[src/rtl/load_sequencer.sv]
// rtl/load_sequencer.sv - serial frame loader for icache/dcache/frame-counter plus run launch
//
// Purpose: collects MSB-first serial frames (8 data bits then 4 address bits)
// while a frame mode is held on mode_in, then commits them for one cycle as a
// write strobe to the icache, the dcache or a frame-counter byte select.
// Mode 11 launches program execution and waits for the core to go idle.
//
// Ports:
//   clk, rst        rising-edge clock, asynchronous active-high reset
//   mode_in[1:0]    00 none, 01 icache frame, 10 dcache frame, 11 run
//   mosi_in         serial frame bit, sampled each cycle in SHIFT
//   proc_done_in    core idle indication, ends RUN
//   wr_addr_out[3:0], wr_data_out[7:0]   last committed address / data
//   icache_wen_out, dcache_wen_out, fcnt_sel_out[3:0]   one-cycle strobes
//   start_out       one-cycle launch pulse (first RUN cycle)
//   busy_out        high whenever the FSM is not IDLE
//   frame_err_out, addr_err_out   sticky errors, cleared by reset or start
//   frame_cnt_out[4:0]   committed frame count, wraps
//
// Optional feature macro: LOAD_SEQ_PARITY_EN adds a trailing even-parity bit
// to every frame; a parity mismatch is treated as a frame error.
module load_sequencer #(
  parameter int FRAME_W = 12,
  parameter int DMEM_N  = 9
) (
  input  logic       clk,
  input  logic       rst,
  input  logic [1:0] mode_in,
  input  logic       mosi_in,
  input  logic       proc_done_in,
  output logic [3:0] wr_addr_out,
  output logic [7:0] wr_data_out,
  output logic       icache_wen_out,
  output logic       dcache_wen_out,
  output logic [3:0] fcnt_sel_out,
  output logic       start_out,
  output logic       busy_out,
  output logic       frame_err_out,
  output logic       addr_err_out,
  output logic [4:0] frame_cnt_out
);

`ifdef LOAD_SEQ_PARITY_EN
  localparam int FLEN = FRAME_W + 1;
`else
  localparam int FLEN = FRAME_W;
`endif
  // Counter must hold FLEN+1 so that over-long frames stay distinguishable.
  localparam int CW = $clog2(FLEN + 2);

  localparam logic [1:0] IDLE   = 2'd0;
  localparam logic [1:0] SHIFT  = 2'd1;
  localparam logic [1:0] COMMIT = 2'd2;
  localparam logic [1:0] RUN    = 2'd3;

  localparam logic [1:0] MODE_NONE   = 2'd0;
  localparam logic [1:0] MODE_ICACHE = 2'd1;
  localparam logic [1:0] MODE_RUN    = 2'd3;

  logic [1:0]      state;
  logic [1:0]      target;
  logic [FLEN-1:0] shift_reg;
  logic [CW-1:0]   bit_cnt;

  logic [7:0] frame_data;
  logic [3:0] frame_addr;
  logic [4:0] addr_rel;
  logic       in_dmem;
  logic       in_fsel;
  logic       frame_ok;

  // Data sits in the oldest 8 bits, address in the next 4; with parity the
  // parity bit occupies bit 0 and the fields move up by one.
  assign frame_data = shift_reg[FLEN-1 -: 8];
  assign frame_addr = shift_reg[FLEN-9 -: 4];

  // Address decode for dcache frames: data words first, then 4 byte selects.
  assign in_dmem  = ({1'b0, frame_addr} < 5'(DMEM_N));
  assign addr_rel = {1'b0, frame_addr} - 5'(DMEM_N);
  assign in_fsel  = !in_dmem && (addr_rel < 5'd4);

`ifdef LOAD_SEQ_PARITY_EN
  assign frame_ok = (bit_cnt == CW'(FLEN)) && !(^shift_reg);
`else
  assign frame_ok = (bit_cnt == CW'(FLEN));
`endif

  assign busy_out = (state != IDLE);

  always_ff @(posedge clk or posedge rst) begin
    if (rst) begin
      state          <= IDLE;
      target         <= MODE_NONE;
      shift_reg      <= '0;
      bit_cnt        <= '0;
      wr_addr_out    <= '0;
      wr_data_out    <= '0;
      icache_wen_out <= 1'b0;
      dcache_wen_out <= 1'b0;
      fcnt_sel_out   <= '0;
      start_out      <= 1'b0;
      frame_err_out  <= 1'b0;
      addr_err_out   <= 1'b0;
      frame_cnt_out  <= '0;
    end else begin
      // Strobes and start are single-cycle: default low every cycle.
      icache_wen_out <= 1'b0;
      dcache_wen_out <= 1'b0;
      fcnt_sel_out   <= '0;
      start_out      <= 1'b0;
      case (state)
        IDLE: begin
          if (mode_in == MODE_RUN) begin
            state         <= RUN;
            start_out     <= 1'b1;
            frame_err_out <= 1'b0;
            addr_err_out  <= 1'b0;
          end else if (mode_in != MODE_NONE) begin
            state   <= SHIFT;
            target  <= mode_in;
            bit_cnt <= '0;
          end
        end
        SHIFT: begin
          if (mode_in == target) begin
            shift_reg <= {shift_reg[FLEN-2:0], mosi_in};
            if (bit_cnt != CW'(FLEN + 1)) begin
              bit_cnt <= bit_cnt + CW'(1);
            end
          end else if (mode_in == MODE_NONE && frame_ok) begin
            // Outputs are registered here so they are valid throughout COMMIT.
            state         <= COMMIT;
            wr_data_out   <= frame_data;
            wr_addr_out   <= frame_addr;
            frame_cnt_out <= frame_cnt_out + 5'd1;
            if (target == MODE_ICACHE) begin
              icache_wen_out <= 1'b1;
            end else if (in_dmem) begin
              dcache_wen_out <= 1'b1;
            end else if (in_fsel) begin
              fcnt_sel_out <= 4'b0001 << addr_rel[1:0];
            end else begin
              addr_err_out <= 1'b1;
            end
          end else begin
            // Wrong length, bad parity, or a different frame/run mode.
            state         <= IDLE;
            frame_err_out <= 1'b1;
          end
        end
        COMMIT: begin
          state <= IDLE;
        end
        RUN: begin
          if (proc_done_in && (mode_in != MODE_RUN)) begin
            state <= IDLE;
          end
        end
        default: begin
          state <= IDLE;
        end
      endcase
    end
  end

endmodule

[config.mk]
export PLATFORM = sky130hd
export DESIGN_NAME = load_sequencer
export DESIGN_NICKNAME = d
export VERILOG_FILES = /design/src/rtl/load_sequencer.sv
export SDC_FILE = /design/constraint.sdc
export NUM_CORES = 1
export LEC_CHECK = 0
export CAP_MARGIN = 20
export CORE_ASPECT_RATIO = 0.8
export CORE_UTILIZATION = 50
export CTS_BUF_LIST = sky130_fd_sc_hd__clkbuf_16
export CTS_CLUSTER_DIAMETER = 100
export DETAILED_ROUTE_END_ITERATION = 16
export GPL_ROUTABILITY_DRIVEN = 0
export PLACE_DENSITY = 0.76
export SLEW_MARGIN = 20
export SYNTH_ARGS = -nofsm -noshare
export SYNTH_HDL_FRONTEND = slang
export SYNTH_SLANG_ARGS = --single-unit
export TNS_END_PERCENT = 20
[constraint.sdc]
create_clock -name clk -period 2.7 [get_ports clk]
set_input_delay 0.54 -clock clk [delete_from_list [all_inputs] [get_ports clk]]
set_output_delay 0.54 -clock clk [all_outputs]
set_load 0.05 [all_outputs]
==> reports/qor.yml, run 1 <==
synth_cell_types: 36
final.setup.tns_ns: 0
worst-path-max-fanout: 20
num_io_pins: 33
synth_top_family_by_area: "multiplexers"
cap_violations: 0
crit_buf_inv: 3
die_h_um: 58.7
clock-root-buffer: "clkbuf_16"
die-area_um2: 4280
dieWidth_um: 72.9
initial_core_util: 0.525
finalCriticalPeriod_ns: 2.32
synth_warnings: 0
synth_compound_area_frac: 0.0635
ys_ff_latch: 46
mostFrequentLayoutCells: "dfrtp_1 (46), clkdlybuf4s50_1 (32), mux2_2 (16), nand2_1 (11)"
rsz0062_at_grt: "no"
vias: 1284
dr.pass1.iters: 4
worst_pin_slew_ns: 0.510
grt_first_pass_wirelength_mm: 6.24
final_common_cell: "dfrtp_1"
wirelength_mm: 3.55
gr-total-overflow: 0
grt_pass1_vias: 1338
wire_per_inst_um: 14.4
finalPower_mw: 2.04
vias_per_cell: 5.20
ctsHoldBuffers: 0
rows: 20
syn_nets: 167
power.density_nw_per_um2: 801
postSynthCellCount: 154
syn_area_um2: 2010
synthToLayoutAreaGrowth_pct: 26.9
async_reset_ff_frac: 1.00
drv_slew: 0
ys_seq_area_frac: 0.573
cp.required_ns: 2.86
fin_ws_ns: 0.381
grt_use_met2: 0.326
cts_buffers: 5
diodes: 0
final_antenna_net_count: 0
max_slew_margin: 0.659
antenna_found_initial: 0
synthSimpleGateAreaFrac: 0.116
ctsResizeCount: 0
clk_path_buf_depth: 2
critPathKind: "input port to register"
worstPathCellList: "clkdlybuf4s50_1, inv_1, ha_1, nand4_1, a211oi_2, buf_12, mux2_2"
synth_fa_ha_area_frac: 0.0436
core_um2: 3830
grt.busiest_layer: "met2"
setup_viol: 0
startpoint_type: "input port"
fmax_ghz: 0.431
post_cts_buffers: 0
preCtsSetupSlack_ns: 0.108
avgSynthCellArea_um2: 13.0
max_stage_delay_ns: 0.50
drt-initial-drc-count: 54
dp_hpwl_mm: 2.42
grt_max_degree: 47
muxShareOfSynthArea: 0.140
grt_use_total: 0.200
cts.sinks: 46
gr-usage-met1: 0.254
hold_viol_final: 0
drive_above_1_share: 0.182
finalCritPeriodShare: 0.859
crit_path_end_kind: "register"
hold_path_class: "register to register"
htreeDepth: 2
cp_slowest_cell: "clkdlybuf4s50_1"
largest_register_ffs: 12
worstPathArrival_ns: 2.48
nNetsFinal: 205
status: "finished, final reports clean"
synth_xor_area_frac: 0.0336
synth_edf_count: 0
clkLatencyLatePin_ns: 0.28
clock_skew_ns: 0.00590
drc: 0
synth_flop_cell: "dfrtp_1"
ir_drop_v: 0.000436
cpLargestDelayFamily: "buffers and inverters"
clkTransAtPathRegs_ns: 0.06
cts_tree: "yes"
leakage_nw: 1.19
portBuffers: 32
met3_usage: 0.0462
-- cells by family after synthesis --
kind of cell	Yosys count
compound gates	19
xor+xnor	6
fa+ha+maj	7
buf+inv	13
flops	46
mux	25
simple gates	38
-- worst reg2reg max path: cells and delay by family (launching register included) --
family	cells	cell delay, ns
muxes	1	0.36
AOI/OAI and AO/OA	1	0.34
and+or+nand+nor	1	0.18
buffers and inverters	2	0.30
adders and majority gates	1	0.15
DFF	1	0.41
-- routing by layer --
metal  wire, um  vias to the layer above
li1           -                      614
met1       1620                      622
met2       1720                       39
met3        128                        9
met4         72                        0
met5          0                        -
-- through the flow --
stage / util / instance area [um2] / std cells / hold WS (ns)
after floorplan: - / 2010 / 154 / 0.459
after global placement: 0.631 / 2410 / 240 / 0.461
after detailed placement: 0.631 / 2410 / 240 / 0.466
after CTS: 0.666 / 2550 / 247 / 0.483
after global routing: 0.666 / 2550 / 247 / 0.494
final: 0.666 / 2550 / 247 / 0.474
-- cell type report --
| class | instances | area (um2) |
|---|---|---|
| multi-input combinational | 95 | 797 |
| timing repair buffer | 34 | 360 |
| sequential | 46 | 1150 |
| tap | 55 | 68.8 |
| clock inverter | 2 | 10.0 |
| fill | 280 | 1280 |
| clock buffer | 5 | 125 |
| inverter | 10 | 37.5 |
-- synth_stat cells (all sizes together), types with 3 or more instances --
cell / number / share of area
buf: 3 / 0.012
dfrtp: 46 / 0.57
ha: 7 / 0.044
inv: 10 / 0.019
mux2: 25 / 0.14
nand2: 12 / 0.024
nand3: 3 / 0.010
nand4: 4 / 0.012
nor2: 5 / 0.0093
nor3b: 4 / 0.020
o21ai: 7 / 0.017
xnor2: 5 / 0.029
-- path summary, 6_finish.rpt --
check,from,to,slack [ns],cells after the start
max,mode_in[0],wr_data_out[7],0.38,7
min,addr_err_out,addr_err_out,0.47,2
max reg2reg,bit_cnt[1],wr_data_out[7],0.85,6
min reg2reg,addr_err_out,addr_err_out,0.47,2
max in group asynchronous,rst,fcnt_sel_out[2],1.90,3
min in group asynchronous,rst,shift_reg[9],0.61,3
-- report_power, final --
group	leakage (nW)	switching, mW	internal (mW)	total (mW)
Sequential	0.622	0.153	0.805	0.958
Clock	0.0694	0.232	0.334	0.566
Combinational	0.500	0.300	0.219	0.519
Total	1.19	0.685	1.36	2.04
Power figures use the tool's default switching activity.
==> run 2: changes to the inputs <==
--- a/config.mk
+++ b/config.mk
@@ -12,6 +12,7 @@
 export CTS_CLUSTER_DIAMETER = 100
 export DETAILED_ROUTE_END_ITERATION = 16
 export GPL_ROUTABILITY_DRIVEN = 0
+export HOLD_SLACK_MARGIN = 0.08
 export PLACE_DENSITY = 0.76
 export SLEW_MARGIN = 20
 export SYNTH_ARGS = -nofsm -noshare
==> results of run 2 <==
No change in the layout: final DEF, timing and power equal those of run 1.
==> run 3: changes to the inputs <==
--- a/config.mk
+++ b/config.mk
@@ -7,13 +7,13 @@
 export LEC_CHECK = 0
 export CAP_MARGIN = 20
 export CORE_ASPECT_RATIO = 0.8
-export CORE_UTILIZATION = 50
+export CORE_UTILIZATION = 56
 export CTS_BUF_LIST = sky130_fd_sc_hd__clkbuf_16
 export CTS_CLUSTER_DIAMETER = 100
 export DETAILED_ROUTE_END_ITERATION = 16
 export GPL_ROUTABILITY_DRIVEN = 0
 export HOLD_SLACK_MARGIN = 0.08
-export PLACE_DENSITY = 0.76
+export PLACE_DENSITY = 0.83
 export SLEW_MARGIN = 20
 export SYNTH_ARGS = -nofsm -noshare
 export SYNTH_HDL_FRONTEND = slang
==> constraint.sdc (replaced) <==
create_clock -name clk -period 2.7 [get_ports clk]
set_input_delay 0.54 -clock clk [delete_from_list [all_inputs] [get_ports clk]]
set_output_delay 0.54 -clock clk [all_outputs]
set_load 0.02 [all_outputs]
==> reports/qor.yml, run 3 (synthesis results as in run 1) <==
status: "finished, final reports clean"
drv_slew: 0
final_cells: 236
vias_per_cell: 5.66
dp_hpwl_mm: 2.49
drive_above_1_share: 0.191
routed.top_layer: "met4"
startpoint_type: "input port"
leakage_nw: 1.21
drc: 0
clkTransAtPathRegs_ns: 0.06
drt-initial-drc-count: 79
worst_pin_slew_ns: 0.553
vias: 1336
core_um2: 3420
post_cts_buffers: 0
ctsHoldBuffers: 0
hold_ws_ns: 0.485
grt_pass1_vias: 1381
dieWidth_um: 69.0
clkLatencyLatePin_ns: 0.28
clock_skew_ns: 0.00553
crit_buf_inv: 3
cts_tree: "yes"
largest_register_ffs: 12
rows: 19
ir_drop_v: 0.000389
clock-root-buffer: "clkbuf_16"
mostFrequentLayoutCells: "dfrtp_1 (46), clkdlybuf4s50_1 (32), mux2_2 (16), nand2_1 (11), inv_1 (10)"
die_h_um: 55.6
wire_per_inst_um: 15.7
cpLargestDelayFamily: "buffers and inverters"
fin_ws_ns: 0.377
crit_path_end_kind: "register"
power.density_nw_per_um2: 826
hold_viol_final: 0
max_stage_delay_ns: 0.49
htreeDepth: 2
antenna_found_initial: 0
fmax_ghz: 0.431
rsz0062_at_grt: "no"
portBuffers: 32
hold_path_class: "register to register"
finalCritPeriodShare: 0.860
final_common_cell: "dfrtp_1"
worstPathArrival_ns: 2.49
diodes: 0
critPathKind: "input port to register"
cts.sinks: 46
met3WireLength_um: 157
wl_met1_mm: 1.71
setup_viol: 0
wirelength_mm: 3.70
gr-total-overflow: 0
clk_path_buf_depth: 2
final_antenna_net_count: 0
dp_cells: 228
r2r_slack_ns: 0.84
num_io_pins: 33
route.met2.wl_mm: 1.79
grt_max_degree: 47
die-area_um2: 3830
grt_use_total: 0.226
cap_violations: 0
cp_slowest_cell: "clkdlybuf4s50_1"
fin_util: 0.748
preCtsSetupSlack_ns: 0.107
cp.required_ns: 2.87
initial_core_util: 0.587
finalCriticalPeriod_ns: 2.32
final.setup.tns_ns: 0
dr.pass1.iters: 4
cts_buffers: 5
nNetsFinal: 206
grt_first_pass_wirelength_mm: 6.36
max_slew_margin: 0.631
synthToLayoutAreaGrowth_pct: 27.4
worstPathCellList: "clkdlybuf4s50_1, inv_1, ha_1, nand4_1, a211oi_2, buf_12, mux2_2"
worst-path-max-fanout: 18
ctsResizeCount: 0
## run 3: changes by cell type in the layout (fill, tap and decap cells not counted), sizes merged
cell and delta:
buf +1, bufinv +1, clkinv -3, clkinvlp +1
inv +2
## run 3: final timing paths
check / cells after the start / startpoint / end
max: 7 / mode_in[0] / wr_data_out[1]
min: 1 / frame_cnt_out[4] / frame_cnt_out[4]
max reg2reg: 6 / bit_cnt[0] / wr_data_out[1]
min reg2reg: 1 / frame_cnt_out[4] / frame_cnt_out[4]
max in group asynchronous: 3 / rst / addr_err_out
min in group asynchronous: 3 / rst / bit_cnt[1]
## run 3: power breakdown
part	internal, mW	switching, mW
Clock	0.433	0.246
Sequential	0.805	0.158
Combinational	0.216	0.255
## run 3: per-layer routing
metal	up-vias	track usage
li1	621	-
met1	672	0.307
met2	36	0.347
met3	7	0.0594
met4	0	0.0787
met5	-	0
## run 3: stage by stage
step                      power [mW]  area (um2)
after detailed placement        1.43        2390
final                           2.11        2560
after CTS                       2.13        2560
after floorplan                 1.28        2010
after global placement          1.40        2390
after global routing            2.23        2560
## run 3: area by class of cell
type | instances | area [um2]
fill | 214 | 863
sequential | 46 | 1150
clock inverter | 3 | 41.3
clock buffer | 5 | 125
multi-input combinational | 95 | 797
inverter | 10 | 37.5
timing repair buffer | 35 | 355
tap | 42 | 52.6
